### src/rtl/laser_pulse_monitor_pkg.sv
// Shared constants and types for the laser-enable receive-side monitor.
// Holds the state encoding and the default on-time, which is the same value
// the laser timer uses.
package laser_pulse_monitor_pkg;

  // Default expected on-time in cycles, shared with the laser timer.
  localparam int unsigned LASER_ON_CYCLES = 3;

  // Pulse counter width and saturation value.
  localparam int unsigned PCNT_W   = 8;
  localparam logic [PCNT_W-1:0] PCNT_MAX = 8'hFF;

  // Monitor states.
  typedef enum logic [1:0] {
    ST_WAIT  = 2'd0,
    ST_IDLE  = 2'd1,
    ST_HIGH  = 2'd2,
    ST_STUCK = 2'd3
  } lpm_state_t;

endpackage : laser_pulse_monitor_pkg

### src/rtl/laser_pulse_monitor.sv
// Laser pulse monitor: measures each high pulse on the laser-enable line X
// and reports width and on-time match at the falling edge. It also flags a
// line stuck high.
//
// Ports:
//   Clk      - rising-edge clock
//   Rst      - asynchronous active-high reset
//   X        - monitored laser-enable line, synchronous to Clk
//   Clr      - synchronous clear of Stuck and PulseCnt
//   Done     - one-cycle strobe for a completed, valid-length pulse
//   Width    - measured high length, held between Done strobes
//   Ok       - Width == EXP_WIDTH, held between Done strobes
//   Stuck    - sticky stuck-high error
//   PulseCnt - completed pulse count, saturating at 255
module laser_pulse_monitor
  import laser_pulse_monitor_pkg::*;
#(
  parameter int unsigned EXP_WIDTH = LASER_ON_CYCLES,
  parameter int unsigned CW        = 4,
  parameter int unsigned TIMEOUT   = 15
) (
  input  logic              Clk,
  input  logic              Rst,
  input  logic              X,
  input  logic              Clr,
  output logic              Done,
  output logic [CW-1:0]     Width,
  output logic              Ok,
  output logic              Stuck,
  output logic [PCNT_W-1:0] PulseCnt
);

  lpm_state_t        state_q, state_d;
  logic [CW-1:0]     cnt_q, cnt_d;
  logic              done_d;
  logic [CW-1:0]     width_d;
  logic              ok_d;
  logic              stuck_d;
  logic              stuck_set;
  logic [PCNT_W-1:0] pcnt_d;

  // State and output registers.
  always_ff @(posedge Clk or posedge Rst) begin
    if (Rst) begin
      state_q  <= ST_WAIT;
      cnt_q    <= '0;
      Done     <= 1'b0;
      Width    <= '0;
      Ok       <= 1'b0;
      Stuck    <= 1'b0;
      PulseCnt <= '0;
    end else begin
      state_q  <= state_d;
      cnt_q    <= cnt_d;
      Done     <= done_d;
      Width    <= width_d;
      Ok       <= ok_d;
      Stuck    <= stuck_d;
      PulseCnt <= pcnt_d;
    end
  end

  // Next-state and next-output logic.
  always_comb begin
    state_d   = state_q;
    cnt_d     = cnt_q;
    done_d    = 1'b0;
    width_d   = Width;
    ok_d      = Ok;
    pcnt_d    = PulseCnt;
    stuck_set = 1'b0;

    case (state_q)
      // A pulse already in progress at reset release is skipped.
      ST_WAIT: begin
        if (!X) state_d = ST_IDLE;
      end
      ST_IDLE: begin
        if (X) begin
          state_d = ST_HIGH;
          cnt_d   = CW'(1);
        end
      end
      ST_HIGH: begin
        if (X) begin
          if (cnt_q < CW'(TIMEOUT)) begin
            cnt_d = cnt_q + CW'(1);
          end else begin
            state_d   = ST_STUCK;
            stuck_set = 1'b1;
          end
        end else begin
          state_d = ST_IDLE;
          done_d  = 1'b1;
          width_d = cnt_q;
          ok_d    = (cnt_q == CW'(EXP_WIDTH));
          if (PulseCnt != PCNT_MAX) pcnt_d = PulseCnt + PCNT_W'(1);
        end
      end
      ST_STUCK: begin
        if (!X) state_d = ST_IDLE;
      end
      default: state_d = ST_WAIT;
    endcase

    // Clr beats a completing pulse on PulseCnt; a new stuck error beats Clr.
    stuck_d = Stuck;
    if (Clr) begin
      stuck_d = 1'b0;
      pcnt_d  = '0;
    end
    if (stuck_set) stuck_d = 1'b1;
  end

endmodule : laser_pulse_monitor

### config.mk
export PLATFORM = sky130hd
export DESIGN_NAME = laser_pulse_monitor
export DESIGN_NICKNAME = d
export VERILOG_FILES = /design/src/rtl/laser_pulse_monitor_pkg.sv /design/src/rtl/laser_pulse_monitor.sv
export SDC_FILE = /design/constraint.sdc
export NUM_CORES = 1
export LEC_CHECK = 0
export ABC_AREA = 1
export CAP_MARGIN = 20
export CORE_ASPECT_RATIO = 0.8
export CORE_MARGIN = 5
export CORE_UTILIZATION = 36
export CTS_CLUSTER_DIAMETER = 50
export DETAILED_ROUTE_END_ITERATION = 8
export PLACE_DENSITY_LB_ADDON = 0.05
export SYNTH_ARGS = -nofsm -noshare
export SYNTH_HDL_FRONTEND = slang
export SYNTH_SLANG_ARGS = --single-unit
### constraint.sdc
create_clock -name Clk -period 1.6 [get_ports Clk]
set_input_delay 0.24 -clock Clk [delete_from_list [all_inputs] [get_ports Clk]]
set_output_delay 0.24 -clock Clk [all_outputs]
set_load 0.02 [all_outputs]
==> impl_summary.log, run 1 <==
[metrics] Total Power Consumption: 1.89 mW
[metrics] final net count: 185
[metrics] antenna violation net count after detailed routing: 0
[metrics] Cell Count Post-Placement: 204
[metrics] total wire length after detailed routing: 2450 µm
[metrics] final HPWL from detailed placement: 1820 µm
[metrics] Warnings, synthesis: 0
[metrics] wire length of the first global-routing pass: between 4000 and 5000 µm
[metrics] per-instance average area after synthesis: 7.86 µm²
[metrics] crit path max-delay cell type: sky130_fd_sc_hd__clkdlybuf4s50_1
[metrics] number of library cell types mapped by synthesis: 20
[metrics] CP top delay family: buffers and inverters
[metrics] data required time of the critical path: 1.36 ns
[metrics] worst hold slack: 0.330 ns
[metrics] Die Height: about 60 µm
[metrics] fin. max-slew vios: 0
[metrics] sum of overflow across all layers after global routing: 0
[metrics] die extent in x: 72.9 µm
[metrics] I/O pin count: 19
[metrics] H-tree depth: 1
[metrics] synthesized flop and latch total: 21
[metrics] crit path setup slack, layout: 0.0730 ns
[metrics] ordered cell list for the critical path: clkdlybuf4s50_1
[metrics] Starting DRT DRC Count: 31
[metrics] number of cells produced by synthesis: 145
[metrics] via total after detailed routing: approximately 990
[metrics] total negative slack for setup checks: 0 ns
[metrics] unrepaired setup endpoints after global routing: false
[metrics] type of the tightest min-delay check: input port to async pin
[metrics] start-to-end type of the worst setup path: flop to output port
[metrics] startpoint kind of the worst setup timing path: flop
[metrics] global-route track usage on met2: 19.2%
[metrics] CTS tree: yes
[metrics] data arrival time of the critical path: 1.29 ns
[metrics] relative slew slack: 80.5%
[metrics] vias in the first global route: 929
[metrics] met3 capacity usage during global routing: 4.97%
[metrics] Final Util: 48.5%
[metrics] gr usage total: 12.8%
[metrics] Leak: between 0.7 and 0.8 nW
[metrics] initial antenna violation count: 0
[metrics] slowest cell delay on critical path: between 0.6 and 0.7 ns
[metrics] Post-Place Setup Slack: slightly below 0.03 ns
[metrics] kind of capture point of the worst setup path: output port
[metrics] met1 routing resource usage after global routing: 17.5%
[metrics] post-DR wirelength/cell: 11.4 µm
[metrics] maximum fanout encountered on the critical timing path: 5
[metrics] maximum ir drop on the vdd rail: 0.000791 V
[metrics] cts bufs inserted: 3
[metrics] last weighted congestion value of the routability-driven placer: 0.835
[metrics] Worst Tran Pin Value: around 0.29 ns
[metrics] die area: 4400 µm²
[metrics] min cycle time layout: 1.53 ns
[metrics] Hold Fails Final Rpt: 0
[metrics] cell area after placement: 1380 µm²
[metrics] number of setup violations in the final report: 0
[metrics] sequential share of the synthesized area: 46.1%
[metrics] maximum number of buffers from clock root to sink: 2
[metrics] drt pass-1 iters: 4
[metrics] Highest Clock Rate: 0.655 GHz
[metrics] Layout Skew: 0.00334 ns
[metrics] area of the multi-input gates: 523 µm²
[metrics] Syn Std Cell Area: ~1100 µm²
[metrics] via/cell ratio: between 4 and 5
[metrics] Root Buffer Master: sky130_fd_sc_hd__clkbuf_8
[metrics] count of input and output buffers: 18
[metrics] number of max-cap violations: 0
[metrics] result of the run: finished clean
[metrics] core region area: 3060 µm²
[metrics] std cell rows: 18
[metrics] number of clock sinks: 21
[metrics] number of buffers and inverters on the critical path: 1
[metrics] post-layout instance area: 1490 µm²
[metrics] power per standard cell area: ~1300 nW/µm²
[metrics] total area of sequential cells: around 530 µm²
[metrics] maximum number of pins on one net before global-route repair: 22
[metrics] most utilized layer in the global route result: met2
[metrics] post-route DRC violation count: 0
[metrics] layout cell share with drive strength beyond 1: 12.0%
[metrics] Post-Layout Cell Count: approximately 220
[metrics] Initial Util: 37.2%
[metrics] CTS Hold Bufs: 0
[metrics] worst skew pair latency: 0.25 ns
[metrics] P&R area growth vs syn: 30.3%
[metrics] Ant. Diodes: 0
[metrics] Filler Cells Inserted: 310
[metrics] clock slew at the register clock pins of the worst setup and hold paths: 0.07 ns
[metrics] Mapped Nets: 154
[metrics] Tcrit/Tclk final: 95.4%
-- state kept, by name (all words and copies together) (netlist names) --
name      count
Ok            1
cnt_q         4
Done          1
Width         4
state_q       2
PulseCnt      8
Stuck         1
-- cell usage in the layout, fill, tap and decap left out, types with 2 or more instances in the layout --
master / count
sky130_fd_sc_hd__a21oi_1: 4
sky130_fd_sc_hd__clkbuf_8: 3
sky130_fd_sc_hd__nand2_1: 40
sky130_fd_sc_hd__inv_1: 22
sky130_fd_sc_hd__nand4_1: 2
sky130_fd_sc_hd__nand2_4: 3
sky130_fd_sc_hd__o21ai_0: 7
sky130_fd_sc_hd__dlymetal6s2s_1: 4
sky130_fd_sc_hd__nor2_4: 3
sky130_fd_sc_hd__dfrtp_1: 21
sky130_fd_sc_hd__ha_1: 5
sky130_fd_sc_hd__nor2_1: 15
sky130_fd_sc_hd__nor3_1: 5
sky130_fd_sc_hd__nand3_1: 9
sky130_fd_sc_hd__o21ai_1: 2
sky130_fd_sc_hd__clkdlybuf4s50_1: 14
sky130_fd_sc_hd__buf_4: 8
-- layout make-up --
class,instances,share of cell area [%]
sequential,21,35.4
tap,40,3.37
multi-input combinational,100,35.2
clock buffer,4,3.03
inverter,24,6.15
timing repair buffer,26,16.8
-- worst paths after layout --
check	start	endpoint	slack, ns	depth (start not counted)
max	PulseCnt[4]	PulseCnt[4]	0.07	1
min	Rst	PulseCnt[5]	0.33	3
max reg2reg	state_q[0]	PulseCnt[7]	0.10	10
min reg2reg	Ok	Ok	0.49	2
max in group asynchronous	Rst	Width[2]	1.05	3
min in group Clk	Ok	Ok	0.49	2
-- synthesized netlist by cell type --
cell / number / area, µm²
sky130_fd_sc_hd__inv_2: 1 / 3.75
sky130_fd_sc_hd__nand3b_1: 1 / 7.51
sky130_fd_sc_hd__nand4_1: 2 / 12.5
sky130_fd_sc_hd__xor2_1: 1 / 8.76
sky130_fd_sc_hd__nand2_2: 1 / 6.26
sky130_fd_sc_hd__nand2_4: 3 / 33.8
sky130_fd_sc_hd__nor2_1: 15 / 56.3
sky130_fd_sc_hd__dfrtp_1: 21 / 526
sky130_fd_sc_hd__nand3_1: 9 / 45.0
sky130_fd_sc_hd__o211ai_1: 1 / 7.51
sky130_fd_sc_hd__nor2_4: 3 / 33.8
sky130_fd_sc_hd__o21ai_1: 2 / 10.0
sky130_fd_sc_hd__a21oi_2: 1 / 8.76
sky130_fd_sc_hd__nand2_1: 40 / 150
sky130_fd_sc_hd__a21oi_1: 4 / 20.0
sky130_fd_sc_hd__nor3_1: 5 / 25.0
sky130_fd_sc_hd__clkinv_2: 1 / 5.00
sky130_fd_sc_hd__ha_1: 5 / 62.6
sky130_fd_sc_hd__inv_1: 22 / 82.6
sky130_fd_sc_hd__o21ai_0: 7 / 35.0
-- metal layers --
layer / share of wire [%] / routed length (µm)
met1: 51 / 1250
met2: 41 / 999
met3: 7.3 / 178
met4: 0.65 / 16
met5: 0 / 0
-- cell families (layout without fill, tap and decap cells) --
| logic type | Yosys count | count (layout) | share of synthesized area [%] |
|---|---|---|---|
| and+or+nand+nor | 79 | 79 | 32.5 |
| buffers and inverters | 24 | 54 | 8.01 |
| DFF | 21 | 21 | 46.1 |
| AOI/OAI and AO/OA | 15 | 15 | 7.14 |
| adders and majority gates | 5 | 5 | 5.49 |
| xor gates and xnor gates | 1 | 1 | 0.769 |
-- where the power goes --
group          internal, mW  switching [mW]  total, mW
Sequential            0.664           0.103      0.767
Combinational         0.354           0.433      0.787
Clock                 0.177           0.162      0.339
-- repair_timing --
action,CTS,global route
resized for setup,0,4
endpoints found under the hold margin,0,0
buffers inserted,0,7
endpoints found under the setup margin,0,7
No activity file was read; power rests on OpenSTA's default activity.
==> inputs of run 2 (changes only) <==
--- a/config.mk
+++ b/config.mk
@@ -7,7 +7,7 @@
 export LEC_CHECK = 0
 export ABC_AREA = 1
 export CAP_MARGIN = 20
-export CORE_ASPECT_RATIO = 0.8
+export CORE_ASPECT_RATIO = 2
 export CORE_MARGIN = 5
 export CORE_UTILIZATION = 36
 export CTS_CLUSTER_DIAMETER = 50
==> run 2 against run 1 <==
Clock skew about the same. Routed wire length increased by 5.4%. Clock power increased by 3%. Cell area decreased by 3.5%. First-iteration DRC count decreased by 39%. Critical endpoint is now PulseCnt[1]. Largest power group is now sequential cells.
==> impl_summary.log, run 2 (synthesis results as in run 1) <==
[metrics] type of the tightest min-delay check: input port to async pin
[metrics] post-DR wirelength/cell: 12.8 µm (+13%)
[metrics] slowest cell delay on critical path: 0.63 ns (about the same)
[metrics] unrepaired setup endpoints after global routing: false
[metrics] length in cells of the worst reg-to-reg path: 8 (-2)
[metrics] H-tree depth: 1 (unchanged)
[metrics] leading cell type in the layout, fill and taps excluded: sky130_fd_sc_hd__nand2_1
[metrics] total wire length after detailed routing: 2580 µm (+5.4%)
[metrics] maximum ir drop on the vdd rail: 0.000698 V (-12%)
[metrics] crit path setup slack, layout: 0.0582 ns (-0.0149 ns)
[metrics] die extent in x: 49.8 µm (-32%)
[metrics] number of buffers and inverters on the critical path: 1 (unchanged)
[metrics] fin. max-slew vios: 0 (unchanged)
[metrics] kind of capture point of the worst setup path: output port
[metrics] power per standard cell area: 1290 nW/µm² (+0.96%)
[metrics] part of the total power dissipated in the clock network: 18.9% (+1.0 points)
[metrics] gr usage total: 13.6% (+0.83 points)
[metrics] layout cell share with drive strength beyond 1: 10.6% (-1.4 points)
[metrics] clock slew at the register clock pins of the worst setup and hold paths: 0.07 ns (about the same)
[metrics] number of clock sinks: 21 (unchanged)
[metrics] last weighted congestion value of the routability-driven placer: 0.786 (-5.9%)
[metrics] data required time of the critical path: 1.36 ns (about the same)
[metrics] wire length of the first global-routing pass: 4600 µm (+7.1%)
[metrics] Die Height: 89.6 µm (+48%)
[metrics] crit path max-delay cell type: sky130_fd_sc_hd__clkdlybuf4s50_1
[metrics] CTS tree: yes
[metrics] Initial Util: 36.5% (-0.69 points)
[metrics] drt pass-1 iters: 4 (unchanged)
[metrics] highest-count cells in the layout ignoring fill and taps: sky130_fd_sc_hd__nand2_1, sky130_fd_sc_hd__inv_1, sky130_fd_sc_hd__dfrtp_1
[metrics] Highest Clock Rate: 0.649 GHz (-0.97%)
[metrics] maximum number of pins on one net before global-route repair: 22 (unchanged)
[metrics] CP top delay family: buffers and inverters
[metrics] P&R area growth vs syn: 25.8%
[metrics] cts bufs inserted: 3 (unchanged)
[metrics] worst skew pair latency: 0.26 ns (about the same)
[metrics] vias in the first global route: 1059 (+14%)
[metrics] Cell Count Post-Placement: 197 (-3.4%)
[metrics] Root Buffer Master: sky130_fd_sc_hd__clkbuf_8
[metrics] setup bufs post-CTS: 0 (unchanged)
[metrics] final net count: 180 (-2.7%)
[metrics] via total after detailed routing: 969 (-2.4%)
[metrics] reg2reg start: state_q[0]
[metrics] I/O pin count: 19 (unchanged)
[metrics] Hold Fails Final Rpt: 0 (unchanged)
[metrics] die area: 4460 µm² (+1.4%)
[metrics] total negative slack for setup checks: 0 ns (unchanged)
[metrics] core region area: 3120 µm² (+1.9%)
[metrics] Power Internal: 1.14 mW (-4.6%)
[metrics] largest registers: PulseCnt: 8 flops, Width: 4 flops, cnt_q: 4 flops
[metrics] result of the run: finished clean
[metrics] launching element of the worst setup path: PulseCnt[1]
[metrics] initial antenna violation count: 0 (unchanged)
[metrics] via/cell ratio: 4.82 (+4.4%)
[metrics] post-route DRC violation count: 0 (unchanged)
[metrics] top register by number of flip-flops: PulseCnt
[metrics] maximum number of buffers from clock root to sink: 2 (unchanged)
[metrics] startpoint kind of the worst setup timing path: flop
[metrics] maximum fanout encountered on the critical timing path: 5 (unchanged)
[metrics] logic depth of the worst path, buffers included: 1 (unchanged)
[metrics] std cell rows: 29 (+11)
[metrics] data arrival time of the critical path: 1.30 ns (about the same)
[metrics] Layout Skew: 0.00347 ns (+0.000129 ns)
[metrics] Ant. Diodes: 0 (unchanged)
[metrics] Leak: 0.740 nW (-6.9%)
[metrics] Worst Tran Pin Value: 0.302 ns (+0.0102 ns)
[metrics] number of max-cap violations: 0 (unchanged)
[metrics] antenna violation net count after detailed routing: 0 (unchanged)
[metrics] Post-Place Setup Slack: 0.0393 ns (+0.00990 ns)
[metrics] Starting DRT DRC Count: 19 (-39%)
[metrics] Total Power Consumption: 1.85 mW (-2.5%)
[metrics] final HPWL from detailed placement: 2120 µm (+17%)
[metrics] Tcrit/Tclk final: 96.4% (+0.93 points)
[metrics] relative slew slack: 79.8% (-0.68 points)
[metrics] count of input and output buffers: 18 (unchanged)
[metrics] ordered cell list for the critical path: clkdlybuf4s50_1
[metrics] Largest register FFs: 8 (unchanged)
[metrics] number of setup violations in the final report: 0 (unchanged)
[metrics] portion of total power attributed to combinational logic: 39.7% (-1.9 points)
[metrics] Post-Layout Cell Count: 201 (-6.5%)
[metrics] min cycle time layout: 1.54 ns (+0.0149 ns)
[metrics] power dissipated by switching net loads: 705 µW (+0.98%)
[metrics] start-to-end type of the worst setup path: flop to output port
[metrics] sequential share of power: 41.4% (+0.9 points)
[metrics] sum of overflow across all layers after global routing: 0 (unchanged)
[metrics] switching share of total power: 38.2% (+1.3 points)
[run 2: changes by cell type in the layout (fill, tap and decap cells not counted), sizes merged]
cell           delta
buf               -5
dlymetal6s2s      -2
clkbuf            -1
clkdlybuf4s50     +1
clkinv            +1
dlygate4sd2       +1
[run 2: metal layers]
metal / wire [µm] / vias to the layer above / part of all wire (%) / GRT usage [%]
li1: - / 502 / - / -
met1: 938 / 446 / 36 / 12.7
met2: 1460 / 14 / 57 / 26.3
met3: 71 / 7 / 2.8 / 1.98
met4: 104 / 0 / 4.0 / 9.07
met5: 0 / - / 0 / 0
[run 2: cell type report]
cell class,instances,area (µm²)
clock buffer,3,41.3
clock inverter,1,5.00
fill,328,1690
inverter,24,91.3
multi-input combinational,100,526
sequential,21,526
tap,31,38.8
timing repair buffer,21,206
[run 2: worst paths after layout]
check,end,slack (ns)
max in group asynchronous,Stuck,1.07
min in group Clk,Ok,0.50
worst max register to register,PulseCnt[7],0.18
worst max-delay path,PulseCnt[1],0.06
worst min register to register,Ok,0.50
worst min-delay path,PulseCnt[1],0.31
[run 2: worst min-delay path: stages]
cell and delay [ns]:
sky130_fd_sc_hd__clkdlybuf4s50_1 0.40, sky130_fd_sc_hd__inv_1 0.05, sky130_fd_sc_hd__buf_4 0.28
[run 2: power by group through the flow]
stage	clock network, mW	registers (mW)	logic (mW)
floorplan	0	0.846	0.379
global placement	0	0.778	0.733
detailed placement	0	0.780	0.744
CTS	0.364	0.769	0.749
global route	0.385	0.792	0.850
finish	0.348	0.765	0.732
[run 2: what timing repair did]
item	in CTS	in global routing
endpoints found under the setup margin	1	4
resized for setup	1	3
hold buffers	0	0
pin swaps	0	0
[run 2: per-stage QoR]
| stage | utilization, % | hold WS, ns | instance area (µm²) |
|---|---|---|---|
| 2_1_floorplan | - | 0.217 | 1140 |
| 3_3_place_gp | 44.3 | 0.484 | 1380 |
| 3_5_place_dp | 44.3 | 0.470 | 1380 |
| 4_1_cts | 45.7 | 0.320 | 1430 |
| 5_1_grt | 46.0 | 0.342 | 1430 |
| 6_report | 46.0 | 0.314 | 1430 |
==> inputs of run 3 (changes only) <==
--- a/config.mk
+++ b/config.mk
@@ -16,3 +16,4 @@
 export SYNTH_ARGS = -nofsm -noshare
 export SYNTH_HDL_FRONTEND = slang
 export SYNTH_SLANG_ARGS = --single-unit
+export TNS_END_PERCENT = 5
==> results of run 3 <==
No change in the layout: final DEF, timing and power equal those of run 2.
